==> src/rtl/mips_pkg.sv <==
// mips_pkg: shared widths and state/owner encodings for the data-memory path
package mips_pkg;
    localparam int DATA_W = 32;
    localparam int ADDR_W = 5;
    typedef enum logic [1:0] {ST_IDLE, ST_ISSUE, ST_WAIT, ST_RESP} state_t;
    typedef enum logic {OWN_CPU, OWN_DBG} owner_t;
endpackage

==> src/rtl/arb_starve_ctr.sv <==
// arb_starve_ctr: saturating wait counter that flags when the debug port must win
module arb_starve_ctr #(
    parameter int MAX = 4
) (
    input  logic clk,
    input  logic reset,
    input  logic inc,
    input  logic clr,
    output logic sat
);
    localparam int W = $clog2(MAX + 1);
    logic [W-1:0] cnt;
    // count waiting cycles up to the limit, restart whenever the debug port is granted
    always_ff @(posedge clk) begin
        if (reset || clr) cnt <= '0;
        else if (inc && !sat) cnt <= cnt + 1'b1;
    end
    assign sat = cnt >= W'(MAX);
endmodule

==> src/rtl/dmem_arbiter.sv <==
// dmem_arbiter: shares single-port dmem between the MEM stage and the debug/loader port
module dmem_arbiter #(
    parameter int ADDR_W     = mips_pkg::ADDR_W,
    parameter int DATA_W     = mips_pkg::DATA_W,
    parameter int MEM_LAT    = 1,
    parameter int STARVE_MAX = 4
) (
    input  logic              clk,
    input  logic              reset,
    input  logic              cpu_req,
    input  logic              cpu_we,
    input  logic [31:0]       cpu_addr,
    input  logic [DATA_W-1:0] cpu_wdata,
    output logic              cpu_done,
    output logic [DATA_W-1:0] cpu_rdata,
    output logic              cpu_err,
    output logic              cpu_stall,
    input  logic              dbg_req,
    input  logic              dbg_we,
    input  logic [31:0]       dbg_addr,
    input  logic [DATA_W-1:0] dbg_wdata,
    output logic              dbg_done,
    output logic [DATA_W-1:0] dbg_rdata,
    output logic              dbg_err,
    output logic              mem_en,
    output logic              mem_we,
    output logic [ADDR_W-1:0] mem_addr,
    output logic [DATA_W-1:0] mem_wdata,
    input  logic [DATA_W-1:0] mem_rdata
);
    import mips_pkg::*;
    localparam int LW = $clog2(MEM_LAT + 1);
    state_t state, nxt;
    owner_t owner;
    logic we_r, mis_r, sat, grant_dbg, go, resp;
    logic [ADDR_W-1:0] addr_r;
    logic [DATA_W-1:0] wdata_r, rd;
    logic [LW-1:0] lat;
    logic [31:0] sel_addr;
    logic unused_hi;
    assign grant_dbg = dbg_req & (sat | ~cpu_req);
    assign go = state == ST_IDLE && (cpu_req || dbg_req);
    assign sel_addr = grant_dbg ? dbg_addr : cpu_addr;
    assign unused_hi = ^{cpu_addr[31:ADDR_W+2], dbg_addr[31:ADDR_W+2]};
    assign cpu_stall = cpu_req & ~cpu_done;
    arb_starve_ctr #(.MAX(STARVE_MAX)) u_ctr (
        .clk(clk),
        .reset(reset),
        .inc(dbg_req & ~(state != ST_IDLE && owner == OWN_DBG)),
        .clr(go & grant_dbg),
        .sat(sat)
    );
    // state register plus the granted request, latched once in the arbitration cycle
    always_ff @(posedge clk) begin
        if (reset) begin
            state   <= ST_IDLE;
            owner   <= OWN_CPU;
            we_r    <= 1'b0;
            mis_r   <= 1'b0;
            addr_r  <= '0;
            wdata_r <= '0;
            lat     <= '0;
        end else begin
            state <= nxt;
            lat   <= state == ST_WAIT ? lat + 1'b1 : '0;
            if (go) begin
                owner   <= grant_dbg ? OWN_DBG : OWN_CPU;
                we_r    <= grant_dbg ? dbg_we : cpu_we;
                mis_r   <= |sel_addr[1:0];
                addr_r  <= sel_addr[ADDR_W+1:2];
                wdata_r <= grant_dbg ? dbg_wdata : cpu_wdata;
            end
        end
    end
    // next state, memory strobe and per-port response steering
    always_comb begin
        nxt = state;
        case (state)
            ST_IDLE:  nxt = go ? (|sel_addr[1:0] ? ST_RESP : ST_ISSUE) : ST_IDLE;
            ST_ISSUE: nxt = MEM_LAT == 1 ? ST_RESP : ST_WAIT;
            ST_WAIT:  nxt = lat == LW'(MEM_LAT - 2) ? ST_RESP : ST_WAIT;
            default:  nxt = ST_IDLE;
        endcase
        mem_en    = state == ST_ISSUE;
        mem_we    = mem_en & we_r;
        mem_addr  = mem_en ? addr_r : '0;
        mem_wdata = mem_en ? wdata_r : '0;
        resp      = state == ST_RESP;
        rd        = (we_r | mis_r) ? '0 : mem_rdata;
        cpu_done  = resp & (owner == OWN_CPU);
        dbg_done  = resp & (owner == OWN_DBG);
        cpu_err   = cpu_done & mis_r;
        dbg_err   = dbg_done & mis_r;
        cpu_rdata = cpu_done ? rd : '0;
        dbg_rdata = dbg_done ? rd : '0;
    end
endmodule

==> config.mk <==
export PLATFORM = sky130hd
export DESIGN_NAME = dmem_arbiter
export DESIGN_NICKNAME = d
export VERILOG_FILES = /design/src/rtl/mips_pkg.sv /design/src/rtl/arb_starve_ctr.sv /design/src/rtl/dmem_arbiter.sv
export SDC_FILE = /design/constraint.sdc
export NUM_CORES = 1
export LEC_CHECK = 0
export CAP_MARGIN = 0
export CORE_AREA = 2 2 107 109
export DETAILED_ROUTE_END_ITERATION = 7
export DIE_AREA = 0 0 109 111
export GPL_TIMING_DRIVEN = 0
export PLACE_DENSITY_LB_ADDON = 0.1
export REMOVE_ABC_BUFFERS = 1
export SYNTH_ARGS = -nofsm -noshare
export SYNTH_HDL_FRONTEND = slang
export SYNTH_SLANG_ARGS = --single-unit
==> constraint.sdc <==
create_clock -name clk -period 1.9 [get_ports clk]
set_clock_uncertainty 0.15 [all_clocks]
set_input_delay 0.38 -clock clk [delete_from_list [all_inputs] [get_ports clk]]
set_output_delay 0.38 -clock clk [all_outputs]
set_load 0.03 [all_outputs]
Yosys cells after proc, flatten, opt, wreduce, memory -nomap -nowiden
Index checks and enable logic that the tools add are counted.
{"block": "op_classes", "n_reduce_logical": 10, "mux": 13, "addsub": 2, "n_lt_le_gt_ge": 1, "bitwise": 16, "n_eq_ne": 3}
{"operator": "$mux 32", "n": 5}
{"operator": "$and 1x1->1", "n": 9}
{"operator": "$mux 7", "n": 1}
{"operator": "$pmux 2 s3", "n": 1}
{"operator": "$mux 5", "n": 1}
{"operator": "$not 1->1", "n": 5}
{"operator": "$eq 2x2->1 const B", "n": 2}
{"operator": "$mux 2", "n": 2}
{"operator": "$reduce_or 2->1", "n": 2}
{"operator": "$add 3x1->3 const B", "n": 1}
{"operator": "$ge 3x3->1 const B", "n": 1}
{"operator": "$logic_and 1x1->1", "n": 3}
{"operator": "$mux 1", "n": 3}
{"operator": "$eq 2x1->1 const B", "n": 1}
{"operator": "$logic_not 2->1", "n": 1}
{"operator": "$logic_or 1x1->1", "n": 2}
{"operator": "$or 1x1->1", "n": 2}
{"operator": "$reduce_bool 2->1", "n": 1}
{"operator": "$add 1x1->1 const B", "n": 1}
{"operator": "$logic_not 1->1", "n": 1}
{"block": "totals", "output_inout_bits": 108, "wordCells": 53, "in_bits": 166, "ff_bits": 46}

Logic depth before layout (Yosys ltp)
Gate-level depths: netlist of the first run.
{"block": "depth", "word_depth": 8, "depth_mapped": 8, "ltp_nobuf": 6}

Modules after synthesis
Synthesis of the first run repeated with hierarchy kept, for this count alone.
{"block": "hier_totals", "hier_cells": 381, "hier_area_um2": 2925.3}
{"module": "dmem_arbiter", "n_inst": 1, "area_per_inst_um2": 2776.4, "seq_area_each_um2": 860.8, "cells_each": 366}
{"module": "arb_starve_ctr", "n_inst": 1, "area_per_inst_um2": 148.9, "seq_area_each_um2": 60.1, "cells_each": 15}

Worst setup path before layout of the first run
OpenSTA, ideal clock, no wires.
{"block": "synth_timing", "path_kind": "register to output", "from": "register state[0]", "to": "output dbg_rdata[0]", "n_path_buf": 1, "t_required_ns": 1.370, "t_arrival_ns": 1.728, "setup_slack_ns": -0.358, "stages_incl_launch_ff": 6, "cell_sequence": "dfxtp_1 ha_1 and2_1 nor3b_4 clkbuf_1 and2_1"}
{"block": "synth_via", "elab_chain_cells": 3}
{"element": "start, declared", "line_no": "dmem_arbiter.sv:33", "rtl": "state_t state, nxt;"}
{"element": "start signal, assigned", "line_no": "dmem_arbiter.sv:64", "rtl": "state <= nxt;"}
{"element": "$eq 2x2->1", "line_no": "dmem_arbiter.sv:88", "rtl": "resp = state == ST_RESP;"}
{"element": "$and 1x1->1", "line_no": "dmem_arbiter.sv:91", "rtl": "dbg_done = resp & (owner == OWN_DBG);"}
{"element": "net dbg_done", "line_no": "dmem_arbiter.sv:22", "rtl": "output logic dbg_done,"}
{"element": "$mux 32", "line_no": "dmem_arbiter.sv:95", "rtl": "dbg_rdata = dbg_done ? rd : '0;"}
{"element": "end, declared", "line_no": "dmem_arbiter.sv:23", "rtl": "output logic [DATA_W-1:0] dbg_rdata,"}
The timed path passes the listed nets, and every way through them passes these cells.

Worst setup path in the final report of the first run
{"block": "layout_timing", "from": "register state[1]", "to": "output dbg_rdata[6]"}
{"block": "layout_via", "elab_chain_cells": 3}
{"element": "$eq 2x2->1", "line_no": "dmem_arbiter.sv:88"}
{"element": "$and 1x1->1", "line_no": "dmem_arbiter.sv:91"}
{"element": "$mux 32", "line_no": "dmem_arbiter.sv:95"}
Every way passes these cells.

==> results of run 1 <==
## worst min-delay path by stage
| stage | from | endpoint | slack (ns) | cells after the start |
|---|---|---|---|---|
| 4_1_cts | lat$_SDFF_PP0_ | lat$_SDFF_PP0_ | 0.27 | 1 |
| 2_1_floorplan | lat$_SDFF_PP0_ | lat$_SDFF_PP0_ | 0.25 | 1 |
| 6_report | lat$_SDFF_PP0_ | lat$_SDFF_PP0_ | 0.27 | 1 |
| 3_5_place_dp | lat$_SDFF_PP0_ | lat$_SDFF_PP0_ | 0.26 | 1 |
| 3_3_place_gp | lat$_SDFF_PP0_ | lat$_SDFF_PP0_ | 0.26 | 1 |
| 5_1_grt | lat$_SDFF_PP0_ | lat$_SDFF_PP0_ | 0.29 | 1 |
## cell families after synthesis
logic type                 Yosys count  share of synthesized area (%)
AOI/OAI and AO/OA                   52                          20.07
xor gates and xnor gates             1                         0.2880
adders and majority gates            7                          2.879
buffers and inverters               40                          7.322
DFF                                 46                          30.28
muxes                                1                         0.3291
and+or+nand+nor                    234                          38.83
## what timing repair did
item                                    in CTS  in global routing
pin swaps                                   21                 52
buffers inserted                            15                 18
endpoints found under the setup margin     153                149
resized for setup                          713                171
gates cloned                                 4                 15
## worst reg2reg max path, stage by stage, from the launching register on
cell and delay (ns):
dfxtp_4 0.35, buf_6 0.12, buf_6 0.11, buf_6 0.10, buf_6 0.11, inv_4 0.06
ha_4 0.16, inv_4 0.05, nor2_4 0.20, buf_12 0.17, buf_12 0.13, clkbuf_16 0.15
a311oi_2 0.09
## stage by stage
step                setup slack (ns)  utilization [%]  hold WS, ns  instances
global route                 -0.3747            60.34       0.2936        777
floorplan                     -1.307                -       0.2455        349
global placement              -2.442            47.49       0.2569        715
finish                       -0.2977            60.34       0.2707        777
CTS                          -0.2918            54.32       0.2728        746
detailed placement            -1.193            48.21       0.2639        719
## flip-flops by register name, summed over array words and instances (netlist names)
name / cells
wdata_r: 32
addr_r: 5
u_ctr.cnt: 3
state: 2
lat: 1
mis_r: 1
owner: 1
we_r: 1
## power by group
part           switching (mW)  leakage, nW  internal [mW]
sequential              0.235        0.383           1.31
combinational            2.10         2.42           2.59
clock                   0.371       0.0739          0.523
total                    2.70         2.88           4.42
## cells in the final DEF (no fill, tap or decap), types with 6 or more instances in the layout
master / count
buf_6: 122
clkdlybuf4s50_1: 113
nand2_1: 77
and2_4: 71
dfxtp_1: 43
nor2_1: 42
and2_1: 36
a311oi_2: 32
buf_12: 14
clkbuf_16: 12
a311oi_1: 6
## per-layer routing
metal | up-vias | part of all wire, % | GRT usage [%]
met5 | - | 0 | 0
met4 | 0 | 1.8 | 3.846
met3 | 17 | 9.2 | 6.290
met2 | 162 | 52 | 35.73
met1 | 1725 | 37 | 19.99
li1 | 1766 | - | -
## final cells by class
type                            count  share of cell area (%)
Clock buffer                        7                   2.134
Clock inverter                      1                 0.07488
Inverter                            8                  0.5616
Multi-Input combinational cell    298                   33.06
Sequential cell                    46                   13.91
Tap cell                          143                   2.677
Timing Repair Buffer              274                   47.59
==> impl_results.md, run 1 <==
* Status: finished with violations
* Failing checks: setup timing
* Post-DP Area at 5340 sq um
* Worst skew pair latency at 0.28 ns
* Post-synth top cells: and2_1, nand2_1, dfxtp_1, nor2_1, a311oi_2
* Setup-failing EPs final at roughly 140
* Initial Utilization at 27.46%
* Root buf cell: clkbuf_16
* Clk sink count at between 40 and 50
* Layout Nets at 806
* Worst path depth at 6
* Setup TNS at -26.77 ns
* Vias in the first global route at 3,537
* RSZ-0062 raised after global routing: yes
* Syn avg cell area at about 8 sq um
* Slew margin rel. at 55.85%
* Critical path arrival at 1.67 ns
* Max Slew Vio Count at 0
* Fmax at 455.0 MHz
* First-pass GRT wire length at 18.17 mm
* Total power at 7.126 mW
* Overflow left after global routing at 0
* DIE AREA at 12,100 sq um
* Setup crit end: dbg_rdata[6]
* Minimum clock period after layout at 2.198 ns
* Avg WL per Cell at 17.59 um
* Ratio of cells with drive above 1 in the final layout at roughly 46%
* Synth Instances at 381
* HPWL after DPL at 7.845 mm
* Number of routed nets with antenna violations at 0
* GRT Util Overall at about a fifth
* Via count at 3,670
* WP data required at around 1.4 ns
* CP cell instances: ha_4 > and2_4 > nor3b_4 > buf_12 > and2_1 > buf_6
* Synthesized area at about 3000 sq um
* PwrDens at about 1100 nW/um^2
* Critical-path top delay cell: dfxtp_4
* GP Congestion at 0.7189
* Number of synthesized flops with an enable pin at 0
* Synth top area share at 30.28%
* Routed vias/inst at 4.723
* Seq cells post-synth at 46
* Cell variety after synth at 31
* Row cnt at 39
* Largest area contributor in the netlist: dfxtp_1
* RR Endpoint: addr_r[3]$_SDFFE_PP0N_
* Wirelength, routed at approximately 14 mm
* CTS clk-pin slew, worst paths at 0.06 ns
* Largest net degree at the start of global routing at 42
* Max Cap Violations at 0
* Crit. Startpoint: state[1]$_SDFF_PP0_
* Setup CP Type: reg -> out
* # fillers at 983
* Worst reg2reg startpoint: state[0]$_SDFF_PP0_
* Hold crit path type: reg -> reg
* Design Area, Final at 6684 sq um
* Seq/Total Area, Yosys at ~30%
* CTS max path bufs at 2
* Async SR Flop Fraction at 0%
* Final setup margin at -0.2977 ns
* CTS Buf Count at 5
* Most frequent cell after synthesis: and2_1
* Hold_buf cts at 0
* Antenna Cells at 0
* CP Launch Type: flip-flop
* Area growth from synthesis to layout at 119.7%
* Delay-heaviest family, CP: simple AND/OR/NAND/NOR gates
* Warnings from Yosys at 0
* Core Box Area at 11,080 sq um
* Port bufs at 223
* Drt pass-1 iters at 4
* H-tree depth at 2
* Ys flop type: dfxtp_1
* Number of antenna violations at the first check in global routing at 0
* CTS tree: yes
* DRC Markers at 0
* Slew of the pin with the lowest slew margin at roughly 0.66 ns
* Kind of end point of the critical path: output pin
* Dominant cells by area after synthesis: dfxtp_1, and2_1, a311oi_2
* Worst r2r path cells at 12
* Die height at about 110 um
* Peak VDD IR at 0.0006025 V
* Worst R2R Setup Slack at -0.18 ns
* Starting DRT DRC Count at 101
* Leakage power at 2.877 nW
* Num ports at 274
* Buf/Inv on CP at 2
* Final hold viol count at 0
* Sequential cell area at 929.6 sq um
* Multi-input gate area at 2210 sq um
* Crit Path Max Fanout at 16
* Slowest stage delay, CP at 0.39 ns
* Crit share post-route at 115.7%
* DIE WIDTH at 109 um
Note: power is estimated with default switching activity, not from simulation.
==> run 2: changes to the inputs <==
--- a/config.mk
+++ b/config.mk
@@ -5,12 +5,12 @@
 export SDC_FILE = /design/constraint.sdc
 export NUM_CORES = 1
 export LEC_CHECK = 0
-export CAP_MARGIN = 0
+export CAP_MARGIN = 20
 export CORE_AREA = 2 2 107 109
 export DETAILED_ROUTE_END_ITERATION = 7
 export DIE_AREA = 0 0 109 111
 export GPL_TIMING_DRIVEN = 0
-export PLACE_DENSITY_LB_ADDON = 0.1
+export PLACE_DENSITY_LB_ADDON = 0.15
 export REMOVE_ABC_BUFFERS = 1
 export SYNTH_ARGS = -nofsm -noshare
 export SYNTH_HDL_FRONTEND = slang
==> run 2 against run 1 <==
  * Sequential share of layout area is 0.52 points higher
  * Flip-flop and latch count is the same
  * Utilization down 2.2 points
  * Sequential power about the same
  * Cell count shrank 1.4%
  * The run still ends with setup timing left
  * Clock power grew 1%
  * Combinational power down 17%
  * First-iteration DRC count grew 39%
  * Routed wire length is 4.8% lower
  * Via count shrank 2.2%
  * Worst hold slack worse by 0.00070 ns
  * Critical path type unchanged
==> impl_results.md, run 2 (synthesized netlist as in run 1, its figures left out) <==
* Fmax at 460.0 MHz (+1.1%)
* Slowest stage delay, CP at 0.35 ns (-0.04 ns)
* Highest metal used: met4
* Max Cap Violations at 0 (unchanged)
* CTS clk-pin slew, worst paths at 0.06 ns (about the same)
* DRC Markers at 0 (unchanged)
* GP Congestion at 0.7129 (-0.83%)
* Clk sink count at 46 (unchanged)
* GRT Util Overall at 17.75% (-1.2 points)
* CTS tree: yes
* Worst skew pair latency at 0.28 ns (about the same)
* Critical path arrival at 1.64 ns (-0.03 ns)
* Setup-failing EPs final at 103 (-28%)
* CP cell instances: buf_4 > buf_6 > ha_4 > buf_4 > clkbuf_16 > and2_4 > buf_6
* Post-Place Cells at 721 (+0.28%)
* Crit share post-route at 114.4% (-1.3 points)
* Core Box Area at 11,080 sq um (unchanged)
* Worst hold margin at 0.2700 ns (-0.0006950 ns)
* Hold crit path type: reg -> reg
* Num ports at 274 (unchanged)
* Largest net degree at the start of global routing at 42 (unchanged)
* DRT met1 WL at 4.853 mm (-3.9%)
* Hold_buf cts at 0 (unchanged)
* Number of antenna violations at the first check in global routing at 0 (unchanged)
* CTS max path bufs at 2 (unchanged)
* Failing checks: setup timing
* Final setup margin at -0.2739 ns (+0.02380 ns)
* Avg WL per Cell at 16.99 um (-3.4%)
* Port bufs at 223 (unchanged)
* Drt pass-1 iters at 4 (unchanged)
* Buf/Inv on CP at 5 (+3)
* Starting DRT DRC Count at 140 (+39%)
* Root buf cell: clkbuf_16
* CTS Buf Count at 5 (unchanged)
* Slew margin rel. at 69.08% (+13 points)
* Critical-path top delay cell: dfxtp_4
* Routed vias/inst at 4.684 (-0.83%)
* Area growth from synthesis to layout at 111.9%
* Largest Register: wdata_r
* Kind of end point of the critical path: output pin
* Number of routed nets with antenna violations at 0 (unchanged)
* Die height at 111 um (unchanged)
* Commonest cells after routing, fill and taps aside: buf_6, clkdlybuf4s50_1, and2_4, nand2_1
* Leakage power at 2.795 nW (-2.8%)
* Total power at 6.320 mW (-11%)
* Layout Nets at 795 (-1.4%)
* Ratio of cells with drive above 1 in the final layout at 46.39% (+0.65 points)
* Final Non-Filler Cells at 766 (-1.4%)
* CP Launch Type: flip-flop
* Vias in the first global route at 3,402 (-3.8%)
* HPWL after DPL at 8.085 mm (+3.1%)
* RSZ-0062 raised after global routing: yes
* First-pass GRT wire length at 16.98 mm (-6.6%)
* Wire length on met3 at 1.382 mm (+9.8%)
* Initial Utilization at 27.46% (unchanged)
* Crit Path Max Fanout at 7 (-9)
* Max Slew Vio Count at 0 (unchanged)
* Slew of the pin with the lowest slew margin at 0.4610 ns (-0.2012 ns)
* Status: finished with violations
* Overflow left after global routing at 0 (unchanged)
* Antenna Cells at 0 (unchanged)
* Final hold viol count at 0 (unchanged)
* Setup CP Type: reg -> out
* Delay-heaviest family, CP: buffers and inverters
* Row cnt at 39 (unchanged)
* Via count at 3,588 (-2.2%)
* Minimum clock period after layout at 2.174 ns (-0.02380 ns)
* WP data required at 1.37 ns (about the same)
* H-tree depth at 2 (unchanged)
* DIE WIDTH at 109 um (unchanged)
* Sequential cell area at 929.6 sq um (unchanged)
* Max reg flops at 32 (unchanged)
* Multi-input gate area at 2215 sq um (+0.23%)
* PwrDens at 980.6 nW/um^2 (-8.0%)
* Wirelength, routed at 13.01 mm (-4.8%)
* Pre-CTS WS at -1.109 ns (+0.08367 ns)
* Final core utilization at 58.18% (-2.2 points)
* DIE AREA at 12,100 sq um (unchanged)
* Peak VDD IR at 0.0005947 V (-1.3%)
* Commonest non-fill, non-tap cell in the layout: buf_6
* Routed wl met2 at 6.654 mm (-6.3%)
* Largest regs: wdata_r (32), addr_r (5), u_ctr.cnt (3)
* # fillers at 1,000 (+1.7%)
[run 2: changes by cell type in the layout (fill, tap and decap cells not counted), sizes merged]
cell / before / now
buf: 148 / 139
dlygate4sd2: 0 / 1
clkbuf: 18 / 15
[run 2: cell type report]
type | count | share of cell area (%)
clock buffer | 7 | 2.213
timing repair buffer | 263 | 45.68
clock inverter | 1 | 0.07765
inverter | 8 | 0.4659
multi-input combinational | 298 | 34.36
sequential | 46 | 14.42
tap | 143 | 2.776
[run 2: repair_timing]
item	CTS	global route
pin swaps	8	34
cloned	1	10
buffers inserted	16	11
endpoints found under the setup margin	153	146
resized for setup	779	88
endpoints found under the hold margin	0	0
[run 2: through the flow]
| step | setup TNS [ns] | area (sq um) |
|---|---|---|
| after floorplan | -94.61 | 2849 |
| after global placement | -246.87 | 5260 |
| after detailed placement | -112.92 | 5384 |
| after CTS | -16.83 | 5932 |
| after global routing | -29.57 | 6445 |
| final | -22.85 | 6445 |
[run 2: path summary, 6_finish.rpt]
path / start / depth (start not counted) / endpoint / slack (ns)
max: state[0]$_SDFF_PP0_ / 7 / mem_wdata[3] / -0.27
min: lat$_SDFF_PP0_ / 1 / lat$_SDFF_PP0_ / 0.27
max reg2reg: state[0]$_SDFF_PP0_ / 9 / wdata_r[21]$_SDFFE_PP0N_ / 0.05
min reg2reg: lat$_SDFF_PP0_ / 1 / lat$_SDFF_PP0_ / 0.27
[run 2: layer usage]
metal / vias to the layer above / GRT usage, %
met2: 162 / 32.59
met3: 8 / 7.525
met5: - / 0
met4: 0 / 3.846
met1: 1677 / 18.39
li1: 1741 / -
[run 2: report_power, final]
| part | internal [mW] | switching, mW |
|---|---|---|
| sequential | 1.31 | 0.222 |
| clock | 0.523 | 0.381 |
| combinational | 2.03 | 1.86 |
| total | 3.86 | 2.46 |
==> run 3: changes to the inputs <==
==> constraint.sdc (replaced) <==
create_clock -name clk -period 1.9 [get_ports clk]
set_clock_uncertainty 0.15 [all_clocks]
set_input_delay 0.38 -clock clk [delete_from_list [all_inputs] [get_ports clk]]
set_output_delay 0.38 -clock clk [all_outputs]
set_load 0.005 [all_outputs]
==> run 3 against run 2 <==
  * Power is 0.45% lower
  * Largest cell class unchanged
  * Clock power decreased by 0.9%
  * Worst hold slack improved by 0.0030 ns
  * Critical path depth grew 2
  * The run still ends with setup timing left
  * Via count rose by 4.0%
  * Count of clock-buffer cells in the layout is the same
  * Largest power group unchanged
  * Flip-flop and latch count did not move
  * Maximum frequency is 0.97% lower
==> impl_results.md, run 3 (synthesized netlist as in run 1, its figures left out) <==
* Port bufs at 223 (unchanged)
* Max reg flops at 32 (unchanged)
* Status: finished with violations
* Number of antenna violations at the first check in global routing at 0 (unchanged)
* Design Area, Final at 6605 sq um (+2.5%)
* Vias in the first global route at 3,662 (+7.6%)
* WP data required at 1.37 ns (about the same)
* Starting DRT DRC Count at 111 (-21%)
* Ratio of cells with drive above 1 in the final layout at 48.44% (+2.1 points)
* Failing checks: setup timing
* Num ports at 274 (unchanged)
* CTS max path bufs at 2 (unchanged)
* Crit-path most repeated cell: buf_6
* DIE WIDTH at 109 um (unchanged)
* Hold crit path type: reg -> reg
* Pre-CTS WS at -0.9411 ns (+0.1679 ns)
* Initial Utilization at 27.46% (unchanged)
* Slew margin rel. at 67.69% (-1.4 points)
* Post-DP Area at 5384 sq um (unchanged)
* Max Slew Vio Count at 0 (unchanged)
* Critical path arrival at 1.67 ns (+0.03 ns)
* Commonest non-fill, non-tap cell in the layout: buf_6
* Crit share post-route at 115.5% (+1.1 points)
* Avg WL per Cell at 17.62 um (+3.7%)
* RSZ-0062 raised after global routing: yes
* Slew of the pin with the lowest slew margin at 0.4839 ns (+0.02289 ns)
* CP cell instances: buf_6 > inv_4 > ha_4 > buf_12 > buf_12 > buf_8 > buf_6 > and2_4 > buf_6
* Critical-path top delay cell: dfxtp_4
* Crit Path Max Fanout at 6 (-1)
* CP Launch Type: flip-flop
* Area growth from synthesis to layout at 117.2%
* Row cnt at 39 (unchanged)
* Final hold viol count at 0 (unchanged)
* CTS Buf Count at 5 (unchanged)
* Kind of end point of the critical path: output pin
* H-tree depth at 2 (unchanged)
* Clk sink count at 46 (unchanged)
* HPWL after DPL at 8.085 mm (unchanged)
* Total power at 6.291 mW (-0.45%)
* Final Non-Filler Cells at 785 (+2.5%)
* DRC Markers at 0 (unchanged)
* Minimum clock period after layout at 2.195 ns (+0.02122 ns)
* GRT Util Overall at 20.42% (+2.7 points)
* Largest net degree at the start of global routing at 42 (unchanged)
* Fmax at 455.6 MHz (-0.97%)
* Worst skew pair latency at 0.28 ns (about the same)
* Peak VDD IR at 0.0004830 V (-19%)
* Core Box Area at 11,080 sq um (unchanged)
* DIE AREA at 12,100 sq um (unchanged)
* Leakage power at 2.922 nW (+4.5%)
* Overflow left after global routing at 0 (unchanged)
* Setup TNS at -20.27 ns (+2.580 ns)
* Antenna Cells at 0 (unchanged)
* Setup-failing EPs final at 103 (unchanged)
* Max Cap Violations at 0 (unchanged)
* First-pass GRT wire length at 19.18 mm (+13%)
* Wirelength, routed at 13.83 mm (+6.3%)
* Post-Place Cells at 721 (unchanged)
* Commonest cells after routing, fill and taps aside: buf_6, clkdlybuf4s50_1, and2_4, nand2_1, nor2_1
* Sequential cell area at 932.1 sq um (+0.27%)
* # fillers at 998 (-0.20%)
* Setup CP Type: reg -> out
* Largest Register: wdata_r
* CTS clk-pin slew, worst paths at 0.06 ns (about the same)
* Slowest stage delay, CP at 0.36 ns (about the same)
* Layout Nets at 814 (+2.4%)
* CTS tree: yes
* Final core utilization at 59.63% (+1.4 points)
* Routed vias/inst at 4.754 (+1.5%)
* Die height at 111 um (unchanged)
* Via count at 3,732 (+4.0%)
* Root buf cell: clkbuf_16
* Drt pass-1 iters at 4 (unchanged)
* Worst hold margin at 0.2730 ns (+0.003033 ns)
* Number of routed nets with antenna violations at 0 (unchanged)
* Final setup margin at -0.2951 ns (-0.02122 ns)
* Largest regs: wdata_r (32), addr_r (5), u_ctr.cnt (3)
* GP Congestion at 0.7129 (unchanged)
* PwrDens at 952.5 nW/um^2 (-2.9%)
* Multi-input gate area at 2230 sq um (+0.68%)
## run 3: critical path: cells and delay by family (launching register included)
kind                     cells  cell delay [ns]
flip-flops                   1             0.36
buffers and inverters        7             0.74
AND/OR/NAND/NOR              1             0.13
adder cells (fa/ha/maj)      1             0.16
## run 3: cell type report
cell class / count / share of cell area [%]
Tap cell: 143 / 2.709
Clock inverter: 1 / 0.07577
Timing Repair Buffer: 282 / 46.69
Sequential cell: 46 / 14.11
Multi-Input combinational cell: 298 / 33.76
Clock buffer: 7 / 2.160
Inverter: 8 / 0.4925
## run 3: final timing paths
kind                                            endpoint                start  depth (start not counted)  slack (ns)
worst max-delay path                       mem_wdata[12]  state[1]$_SDFF_PP0_                          9       -0.30
worst min-delay path                      lat$_SDFF_PP0_       lat$_SDFF_PP0_                          1        0.27
worst max register to register  wdata_r[13]$_SDFFE_PP0N_  state[1]$_SDFF_PP0_                         10        0.06
worst min register to register            lat$_SDFF_PP0_       lat$_SDFF_PP0_                          1        0.27
## run 3: where the power goes
part / internal (mW) / leakage [nW] / total [mW] / switching [mW]
combinational: 2.27 / 2.46 / 3.86 / 1.59
sequential: 1.31 / 0.383 / 1.53 / 0.224
clock: 0.523 / 0.0739 / 0.896 / 0.373
total: 4.10 / 2.92 / 6.29 / 2.19
## run 3: what timing repair did
item                       CTS  global route
gates resized for setup    579            90
hold buffers                 0             0
pin swaps                   60            29
setup buffers               45             6
cloned                       9             6
setup endpoints to repair  153           145
## run 3: metal layers
layer	track usage [%]	wire length (um)
met5	0	0
met4	5.385	174
met3	7.407	1436
met2	37.85	7165
met1	21.21	5054
